$ cat src/rtl/fifo_wptr_full_pkg.sv
// Shared constants and pointer-code helpers for the async FIFO pointer blocks.
// The helpers work on 32-bit values; callers cast to their own pointer width.
package fifo_wptr_full_pkg;

  localparam int A_LENGTH_DEFAULT = 3;
  localparam int PTR_W = A_LENGTH_DEFAULT + 1;

  function automatic logic [31:0] bin2gray(input logic [31:0] bin);
    return bin ^ (bin >> 1);
  endfunction

  function automatic logic [31:0] gray2bin(input logic [31:0] gray);
    logic [31:0] bin;
    bin[31] = gray[31];
    for (int i = 30; i >= 0; i--) begin
      bin[i] = bin[i+1] ^ gray[i];
    end
    return bin;
  endfunction

endpackage

$ cat src/rtl/sync_2ff.sv
// Two-flop synchroniser for a bus that is Gray-coded in its source domain.
module sync_2ff #(
  parameter int W = 4
) (
  input  logic         clk,
  input  logic         rst,
  input  logic [W-1:0] d,
  output logic [W-1:0] q
);

  logic [W-1:0] q1;

  always_ff @(posedge clk) begin
    if (rst) begin
      q1 <= '0;
      q  <= '0;
    end else begin
      q1 <= d;
      q  <= q1;
    end
  end

endmodule

$ cat src/rtl/fifo_wptr_full.sv
// Write-side pointer and full flag for the async FIFO (write clock domain only).
// Optional almost_full output is built when FIFO_ALMOST_FULL_EN is defined.
module fifo_wptr_full #(
  parameter int A_LENGTH  = fifo_wptr_full_pkg::A_LENGTH_DEFAULT,
  parameter int AF_MARGIN = 1
) (
  input  logic                clk,
  input  logic                rst,
  input  logic                wr_en,
  input  logic [A_LENGTH:0]   rd_ptr_gray,
  output logic [A_LENGTH-1:0] wr_addr,
  output logic [A_LENGTH:0]   wr_ptr_gray,
  output logic [A_LENGTH:0]   wr_ptr_bin,
  output logic                wr_accept,
  output logic                full,
  output logic                wr_overflow
`ifdef FIFO_ALMOST_FULL_EN
  ,
  output logic                almost_full
`endif
);

  import fifo_wptr_full_pkg::*;

  localparam int PW = A_LENGTH + 1;

  logic [PW-1:0] rq2;
  logic [PW-1:0] bin_next;
  logic [PW-1:0] gray_next;
  logic [PW-1:0] full_target;

  sync_2ff #(.W(PW)) u_rsync (
    .clk (clk),
    .rst (rst),
    .d   (rd_ptr_gray),
    .q   (rq2)
  );

  // Handshake: a write happens in a cycle where wr_en=1 and full=0; wr_accept
  // is that qualified strobe and is the only signal the RAM should write on.
  assign wr_accept = wr_en & ~full;
  assign bin_next  = wr_ptr_bin + PW'(wr_accept);
  assign gray_next = PW'(bin2gray(32'(bin_next)));
  assign wr_addr   = wr_ptr_bin[A_LENGTH-1:0];

  // Writer is one full lap ahead of the synchronised reader: top two Gray bits differ.
  assign full_target = {~rq2[A_LENGTH:A_LENGTH-1], rq2[A_LENGTH-2:0]};

  always_ff @(posedge clk) begin
    if (rst) begin
      wr_ptr_bin  <= '0;
      wr_ptr_gray <= '0;
      full        <= 1'b0;
      wr_overflow <= 1'b0;
    end else begin
      wr_ptr_bin  <= bin_next;
      wr_ptr_gray <= gray_next;
      full        <= (gray_next == full_target);
      wr_overflow <= wr_en & full;
    end
  end

`ifdef FIFO_ALMOST_FULL_EN
  localparam logic [PW-1:0] AF_LEVEL = PW'((1 << A_LENGTH) - AF_MARGIN);

  logic [PW-1:0] rbin;
  logic [PW-1:0] fill;

  assign rbin = PW'(gray2bin(32'(rq2)));
  assign fill = bin_next - rbin;

  always_ff @(posedge clk) begin
    if (rst) begin
      almost_full <= 1'b0;
    end else begin
      almost_full <= (fill >= AF_LEVEL);
    end
  end
`endif

endmodule

$ cat config.mk
export PLATFORM = sky130hd
export DESIGN_NAME = fifo_wptr_full
export DESIGN_NICKNAME = d
export VERILOG_FILES = /design/src/rtl/fifo_wptr_full_pkg.sv /design/src/rtl/sync_2ff.sv /design/src/rtl/fifo_wptr_full.sv
export SDC_FILE = /design/constraint.sdc
export NUM_CORES = 1
export LEC_CHECK = 0
export ABC_AREA = 0
export BUFFER_PORTS_ARGS = -buffer_cell sky130_fd_sc_hd__clkbuf_2
export CAP_MARGIN = 40
export CORE_UTILIZATION = 43
export DETAILED_ROUTE_END_ITERATION = 8
export GPL_TIMING_DRIVEN = 0
export PLACE_DENSITY = 0.82
export SLEW_MARGIN = 0
export SYNTH_ARGS = -nofsm -noshare
export SYNTH_HDL_FRONTEND = slang
export SYNTH_SLANG_ARGS = --single-unit
$ cat constraint.sdc
create_clock -name clk -period 1.6 [get_ports clk]
set_input_delay 0.32 -clock clk [delete_from_list [all_inputs] [get_ports clk]]
set_output_delay 0.32 -clock clk [all_outputs]
set_load 0.005 [all_outputs]
==> metrics.md <==
| Metric | Value |
|---|---|
| Max Cap Viol | `0` |
| Vias | `466` |
| Yosys top cell area share | `0.500` |
| CP most frequent cell | `ha_4` |
| CP max stage delay | `370 ps` |
| DIE AREA | `1750 um^2` |
| PD cells | `927 nW/um^2` |
| Max Clock Freq | `588 MHz` |
| Routed Antenna Nets | `0` |
| Worst-Skew Late Latency | `290 ps` |
| Final hold viol count | `0` |
| Cell Area, Synth | `681 um^2` |
| Post-detail-place hpwl | `753 um` |
| Pin count of the biggest net entering global routing | `11` |
| Dpl cells | `92` |
| Area Overhead vs Synth | `32.2%` |
| Worst Max-Slew Pin Slew | `427 ps` |
| H-tree levels | `1` |
| Area contributors post-synth | `dfxtp_1 50%, xnor3_1 13%, nor2b_1 11%, xnor2_1 6.4%, buf_4 4.4%` |
| Post-DR wirelength/cell | `10.4 um` |
| Synthesized instance count | `57` |
| Area leader, netlist | `dfxtp_1` |
| CP top delay family | `XOR/XNOR gates` |
| I/O pins | `21` |
| #FFs+latches synth | `17` |
| Total CTS buffers | `3` |
| Fin util | `0.651` |
| GRT Overall Usage | `0.129` |
| Slew Viols, Final | `0` |
| Fin cells | `100` |
| DRC Markers | `0` |
| DRT Wirelength | `1040 um` |
| Worst-path fanout max | `3` |
| CTS tree | `yes` |
| Syn Area/Cell | `11.9 um^2` |
| Min Hold Slack | `229 ps` |
| Vias in the first global route | `373` |
| Pre-Repair DR Iteration Count | `2` |
| Hold WC Path Type | `in -> reg` |
| Clock Skew | `5.28 ps` |
| CP Capture Type | `register` |
| Critical path's slowest cell | `dfxtp_4` |
| Violated checks | `negative setup slack` |
| Initial Util | `0.492` |
| Layout cell share with drive strength beyond 1 | `0.435` |
| Worst path cell trace | `nor2b_4 -> ha_4 -> ha_4 -> xnor3_1 -> xnor2_1 -> nor4_2` |
| Final worst path period share | `1.06` |
| Max Buffers Root-to-Sink | `2` |
| First-pass GRT wire length | `1590 um` |
| Clock Tree Root | `clkbuf_4` |
| Syn. warnings | `0` |
| I/O Buffers | `20` |
| Clock Sinks | `17` |
| CP bufs+invs | `0` |
| Initial DRC count | `2` |
| # nets final | `95` |
| Die X | `41.8 um` |
| Initial antenna violation count | `0` |
| Die Ht | `41.8 um` |
| Post-synth cell types | `14` |
| Rel. slew slack | `0.715` |
| Tmin final | `1700 ps` |
| Worst EP required | `1810 ps` |
| Antenna cells | `0` |
| CP arrival | `1910 ps` |
| Startpoint Class | `register` |
| Syn_nets | `66` |
| Vias per std cell | `4.66` |
| RSZ-0062 raised after global routing | `true` |
| Final setup fails | `1` |
| GRT Residual Overflow | `0` |
| Rows | `13` |
| Crit Path Category | `reg -> reg` |
| Maximum vdd drop | `0.698 mV` |
| Min setup slack post-route | `-99.4 ps` |
| Final GP Congestion | `0.635` |
| Clk pin slew, worst setup/hold paths | `90 ps` |
| P_leak | `0.429 nW` |
| Status | `finished with violations` |
| Sequential area share after synthesis | `0.500` |
| Placeable Area | `1380 um^2` |
==> worst reg2reg max path, cell delays in order, from the launching register on <==
cell and delay (ps):
dfxtp_4 370, nor2b_4 140, ha_4 170, ha_4 210
xnor3_1 360, xnor2_1 150, nor4_2 220
==> final cells by class <==
cell class / count / area [um^2]
plain buffers: 5 / 33.8
clock buffers: 4 / 26.3
fillers: 110 / 483
multi-input cells: 35 / 347
flip-flops and latches: 17 / 344
well taps: 15 / 18.8
repair buffers: 24 / 130
==> what timing repair did <==
action / in CTS / in global routing
setup endpoints to repair: 2 / 2
gates resized for setup: 1 / 4
pin swaps: 0 / 5
hold buffers: 0 / 0
buffers inserted: 0 / 4
==> synth_stat cells <==
master / n
ha_1: 2
xnor2_1: 5
dfxtp_1: 17
a21boi_0: 1
nand2_1: 1
nor4_2: 1
buf_4: 4
nand2b_1: 1
xor2_1: 2
clkbuf_1: 1
nor2b_1: 12
xnor3_1: 4
nor2_1: 5
and3_1: 1
==> cell families after synthesis <==
family / share of synthesized area
flip-flops: 0.500
AND/OR/NAND/NOR: 0.180
buffers and inverters: 0.0496
XOR/XNOR: 0.222
adder cells (fa/ha/maj): 0.0368
AO/OA/AOI/OAI: 0.0110
==> sequential cells by signal, summed over array words and instances (netlist names) <==
register,flops
full,1
u_rsync.q,4
u_rsync.q1,4
wr_overflow,1
wr_ptr_bin,3
wr_ptr_gray,4
==> per-stage QoR <==
step                      instance area (um^2)  power [mW]  setup WS (ps)  TNS (ps)
after floorplan                            698       0.555          -54.9     -61.2
after global placement                     817       0.590           -194      -337
after detailed placement                   817       0.597           -202      -358
after CTS                                  845       0.825          -77.6     -77.6
after global routing                       900       0.880           -200      -200
final                                      900       0.834          -99.4     -99.4
==> final timing paths <==
check | startpoint | to | slack [ps] | cells after the start
worst min-delay path | rd_ptr_gray[0] | u_rsync.q1[0] | 230 | 2
worst max register to register | full | full | -100 | 6
worst max-delay path | full | full | -100 | 6
worst min register to register | u_rsync.q1[3] | u_rsync.q[3] | 450 | 1
==> layer usage <==
metal	up-vias	routed length, um	track usage
met5	-	0	0
met4	0	17	0.0774
met3	2	75	0.0783
met2	21	538	0.197
met1	209	411	0.135
li1	234	-	-
==> cells in the final DEF, fill, tap and decap left out, drive strengths merged <==
cell,instances
xnor3,4
nor2b,12
nand2,1
a21boi,1
buf,8
and3,1
dfxtp,17
nor4,1
nor2,5
xor2,2
ha,2
nand2b,1
xnor2,5
clkbuf,25
==> where the power goes <==
part / total, mW / switching [mW] / internal [mW]
Sequential: 0.458 / 0.0135 / 0.444
Clock: 0.225 / 0.128 / 0.0972
Combinational: 0.152 / 0.0540 / 0.0975
Total: 0.834 / 0.195 / 0.639
Power figures use the tool's default switching activity.
